`src/rtl/stream_burst_drain.sv`:
```
// Burst-oriented read side of a StreamingFIFO: pops whole bursts (or a timed-out
// partial flush) and re-emits them as AXI-Stream with TLAST on the final beat.
module stream_burst_drain #(
    parameter int unsigned WIDTH     = 8,
    parameter int unsigned COUNT_W   = 14,
    parameter int unsigned BURST_LEN = 256,
    parameter int unsigned TIMEOUT   = 1024
) (
    input  logic               ap_clk,
    input  logic               ap_rst_n,
    input  logic [COUNT_W-1:0] fifo_count,
    input  logic [WIDTH-1:0]   in0_V_V_TDATA,
    input  logic               in0_V_V_TVALID,
    output logic               in0_V_V_TREADY,
    output logic [WIDTH-1:0]   out_V_V_TDATA,
    output logic               out_V_V_TVALID,
    input  logic               out_V_V_TREADY,
    output logic               out_V_V_TLAST,
    output logic               busy
);

    localparam int unsigned TMO_W = (TIMEOUT > 1) ? $clog2(TIMEOUT) : 1;
    localparam logic [COUNT_W-1:0] BURST_LEN_C = COUNT_W'(BURST_LEN);
    localparam logic [TMO_W-1:0]   TMO_LAST    = TMO_W'(TIMEOUT - 1);
    localparam bit                 TMO_EN      = (TIMEOUT != 0);

    typedef enum logic [1:0] {
        IDLE,
        BURST,
        FLUSH
    } state_t;

    state_t             state, state_nx;
    logic [COUNT_W-1:0] beats_left, beats_left_nx;
    logic [TMO_W-1:0]   tmo_cnt, tmo_cnt_nx;
    logic [WIDTH-1:0]   out_data_q;
    logic               out_valid_q;
    logic               out_last_q;
    logic               in_ready;
    logic               in_hs;
    logic               out_hs;
    logic               tmo_flush;
    logic               last_beat;

    // Single output register: pop only when it is empty or draining this cycle.
    assign in_ready  = (state != IDLE) && (!out_valid_q || out_V_V_TREADY);
    assign in_hs     = in_ready && in0_V_V_TVALID;
    assign out_hs    = out_valid_q && out_V_V_TREADY;
    assign last_beat = (beats_left == COUNT_W'(1));
    assign tmo_flush = TMO_EN && (fifo_count != '0) && (tmo_cnt == TMO_LAST);

    always_comb begin
        state_nx      = state;
        beats_left_nx = beats_left;
        tmo_cnt_nx    = tmo_cnt;
        case (state)
            IDLE: begin
                if (fifo_count >= BURST_LEN_C) begin
                    state_nx      = BURST;
                    beats_left_nx = BURST_LEN_C;
                    tmo_cnt_nx    = '0;
                end else if (tmo_flush) begin
                    state_nx      = FLUSH;
                    beats_left_nx = fifo_count;
                    tmo_cnt_nx    = '0;
                end else if (fifo_count != '0) begin
                    tmo_cnt_nx = tmo_cnt + TMO_W'(1);
                end else begin
                    tmo_cnt_nx = '0;
                end
            end
            BURST, FLUSH: begin
                if (in_hs) begin
                    beats_left_nx = beats_left - COUNT_W'(1);
                    if (last_beat) begin
                        state_nx = IDLE;
                    end
                end
            end
            default: state_nx = IDLE;
        endcase
    end

    always_ff @(posedge ap_clk or negedge ap_rst_n) begin
        if (!ap_rst_n) begin
            state      <= IDLE;
            beats_left <= '0;
            tmo_cnt    <= '0;
        end else begin
            state      <= state_nx;
            beats_left <= beats_left_nx;
            tmo_cnt    <= tmo_cnt_nx;
        end
    end

    always_ff @(posedge ap_clk or negedge ap_rst_n) begin
        if (!ap_rst_n) begin
            out_data_q  <= '0;
            out_valid_q <= 1'b0;
            out_last_q  <= 1'b0;
        end else if (in_hs) begin
            out_data_q  <= in0_V_V_TDATA;
            out_valid_q <= 1'b1;
            out_last_q  <= last_beat;
        end else if (out_hs) begin
            out_valid_q <= 1'b0;
            out_last_q  <= 1'b0;
        end
    end

    assign in0_V_V_TREADY = in_ready;
    assign out_V_V_TDATA  = out_data_q;
    assign out_V_V_TVALID = out_valid_q;
    assign out_V_V_TLAST  = out_last_q;
    assign busy           = (state != IDLE);

endmodule

```
`config.mk`:
```
export PLATFORM = sky130hd
export DESIGN_NAME = stream_burst_drain
export DESIGN_NICKNAME = d
export VERILOG_FILES = /design/src/rtl/stream_burst_drain.sv
export SDC_FILE = /design/constraint.sdc
export NUM_CORES = 1
export LEC_CHECK = 0
export ABC_AREA = 1
export CAP_MARGIN = 5
export CORE_MARGIN = 3
export CORE_UTILIZATION = 53
export CTS_CLUSTER_SIZE = 10
export DETAILED_ROUTE_END_ITERATION = 10
export HOLD_SLACK_MARGIN = 0.08
export PLACE_DENSITY = 0.82
export REMOVE_ABC_BUFFERS = 1
export SYNTH_ARGS = -nofsm -noshare
export SYNTH_HDL_FRONTEND = slang
export SYNTH_SLANG_ARGS = --single-unit
```
`constraint.sdc`:
```
create_clock -name ap_clk -period 2.3 [get_ports ap_clk]
set_clock_uncertainty 0.1 [all_clocks]
set_input_delay 0.575 -clock ap_clk [delete_from_list [all_inputs] [get_ports ap_clk]]
set_output_delay 0.575 -clock ap_clk [all_outputs]
set_load 0.005 [all_outputs]
```
==> reports/qor.yml <==
via_per_inst: 5.077
wl_per_cell_um: 11.47
antenna_found_initial: 0
synth-edff-count: 0
stdcell_count: 413
synthTopCellsByArea: "dfrtp_1, nand2_1, nor2_1"
setup_viol: 0
fillCellCount: 311
cp_max_fo: 5
cp_slowest_cell: "clkdlybuf4s50_1"
place_area_sq_mm: 0.002635
post-route-min-period_ps: 2142
design.core.area_sq_mm: 0.003799
p_leak_nw: 1.375
drv_slew: 0
timing.final.crit_share: 0.9311
cts_tree: "yes"
cts_buffers: 5
place_inst: 405
synthArstFlopShare: 1.000
root_buffer: "clkbuf_8"
drive_above_1_share: 0.09315
synth_top_area_share: 0.4136
final_core_util: 0.7223
grt_pass1_wl_um: 8528
clk_latency_ps: 290
drc: 0
clk_pin_slew_ps: 70
cp_data_arrival_time_ps: 1470
seq_area_frac_synth: 0.4136
io_pins: 38
hold_class: "reg2reg"
yosys.area.top_type: "dfrtp_1"
final_cell_mix: "nand2_1, nor2_1, dfrtp_1, clkdlybuf4s50_1, nand3_1"
worst_ir_drop_vdd_v: 0.0005518
cts.sinks: 36
worst_slew_pin_slew_ps: 454.1
tns_ps: 0
ys_types: 22
grt_pass1_vias: 2007
rsz0062_at_grt: "no"
grtUsageTotal: 0.2113
rows: 22
reg2regPathDepth: 11
drtIter0Drc: 129
hold_path_depth: 2
dp_hpwl_um: 3521
cts_max_path_buffers: 2
die_w_um: 70.11
overflow: 0
worstSetupPathType: "reg2out"
post_cts_buffers: 0
synth_warnings: 0
cts_hold_buf: 0
die_area_sq_mm: 0.004915
crit_chain: "inv_1 -> ha_2 -> inv_2 -> clkdlybuf4s50_1"
vias: 2097
cp-start-kind: "register"
drv_cap: 0
p_total_mw: 2.994
crit_required_ps: 1620
grt_start_max_net_pins: 37
port_buffers: 37
fmax_mhz: 466.9
pwr_density_cell_mw_per_mm2: 1091
drtAntennaViolNets: 0
nNetsFinal: 394
end_kind: "output port"
status: "completed"
htree_levels: 2
relSlewSlack: 0.6973
avgSynthCellArea_sq_um: 6.850
finalHoldViolCount: 0
routed_wirelength_um: 4738
gp_congestion: 0.7818
die_height_um: 70.11
drtPass1Iterations: 5
syn_inst: 318
yosys_most_used_dff: "dfrtp_1"
synth-seq-cells: 36
area_growth_syn_to_layout_pct: 25.96
critical-path-max-stage-delay_ps: 490
synthesis.area_sq_mm: 0.002178
diodes: 0
initial_utilization: 0.5735
final_common_cell: "nand2_1"
final_area_sq_mm: 0.002744
-- flip-flops by register name (all words and copies together), names as in the netlist --
name and flops:
state 2, beats_left 14, out_V_V_TLAST 1, tmo_cnt 10, out_V_V_TDATA 8, out_V_V_TVALID 1
-- cell usage after synthesis, types with 2 or more instances --
| cell type | n |
|---|---|
| inv_1 | 21 |
| nand2_2 | 3 |
| ha_1 | 4 |
| xor2_1 | 4 |
| nand3_1 | 29 |
| o21ai_1 | 10 |
| a21oi_1 | 3 |
| clkbuf_1 | 4 |
| nor2_8 | 2 |
| nand2_1 | 136 |
| nor2_1 | 40 |
| o21bai_1 | 4 |
| nand3_2 | 2 |
| o21ai_0 | 5 |
| nand2_4 | 2 |
| dfrtp_1 | 36 |
| inv_2 | 8 |
-- worst paths after layout --
check                           startpoint       endpoint  slack (ps)
worst max register to register    state[0]  beats_left[1]         450
min in group asynchronous         ap_rst_n  beats_left[6]         600
worst min register to register    state[1]       state[1]         370
worst max-delay path              state[0]           busy         160
worst min-delay path              state[1]       state[1]         370
max in group asynchronous         ap_rst_n  beats_left[1]        1170
-- power breakdown --
part | switching [mW] | internal (mW)
clock | 0.230 | 0.322
sequential | 0.137 | 0.812
combinational | 0.877 | 0.618
-- cell type report --
cell class | instances | area [sq um] | share of cell area
Tap cell | 48 | 60.06 | 0.02189
Timing Repair Buffer | 44 | 421.7 | 0.1537
Multi-Input combinational cell | 248 | 1145 | 0.4172
Sequential cell | 36 | 900.9 | 0.3283
Inverter | 29 | 108.9 | 0.03967
Clock inverter | 2 | 35.03 | 0.01277
Clock buffer | 6 | 72.57 | 0.02645
-- routing by layer --
| metal | global-route usage | wire (um) |
|---|---|---|
| met1 | 0.2609 | 2184 |
| met2 | 0.3494 | 2243 |
| met3 | 0.06331 | 254 |
| met4 | 0.07447 | 56 |
| met5 | 0 | 0 |
-- critical path, delay by kind of cell (launching register included) --
family | cells | cell delay [ps]
flops | 1 | 350
fa+ha+maj | 1 | 220
buf+inv | 3 | 610
-- metrics by stage --
step,worst slack [ps],hold slack [ps]
3_3_place_gp,-89.83,356.7
6_report,158.4,374.2
3_5_place_dp,-92.58,364.4
5_1_grt,59.56,393.8
2_1_floorplan,539.3,179.4
4_1_cts,66.77,382.5
-- cells by family (layout without fill, tap and decap cells) --
| family | after synthesis | count (layout) | synth area share |
|---|---|---|---|
| adders and majority gates | 4 | 4 | 0.02298 |
| AOI/OAI and AO/OA | 24 | 24 | 0.06203 |
| xor gates and xnor gates | 5 | 5 | 0.02010 |
| buffers and inverters | 34 | 81 | 0.06203 |
| and+or+nand+nor | 215 | 215 | 0.4193 |
| DFF | 36 | 36 | 0.4136 |
-- timing repair --
| action | 4_1_cts | 5_1_grt |
|---|---|---|
| resized for setup | 1 | 1 |
| cloned | 0 | 0 |
| setup endpoints to repair | 1 | 1 |
Power figures use the tool's default switching activity.
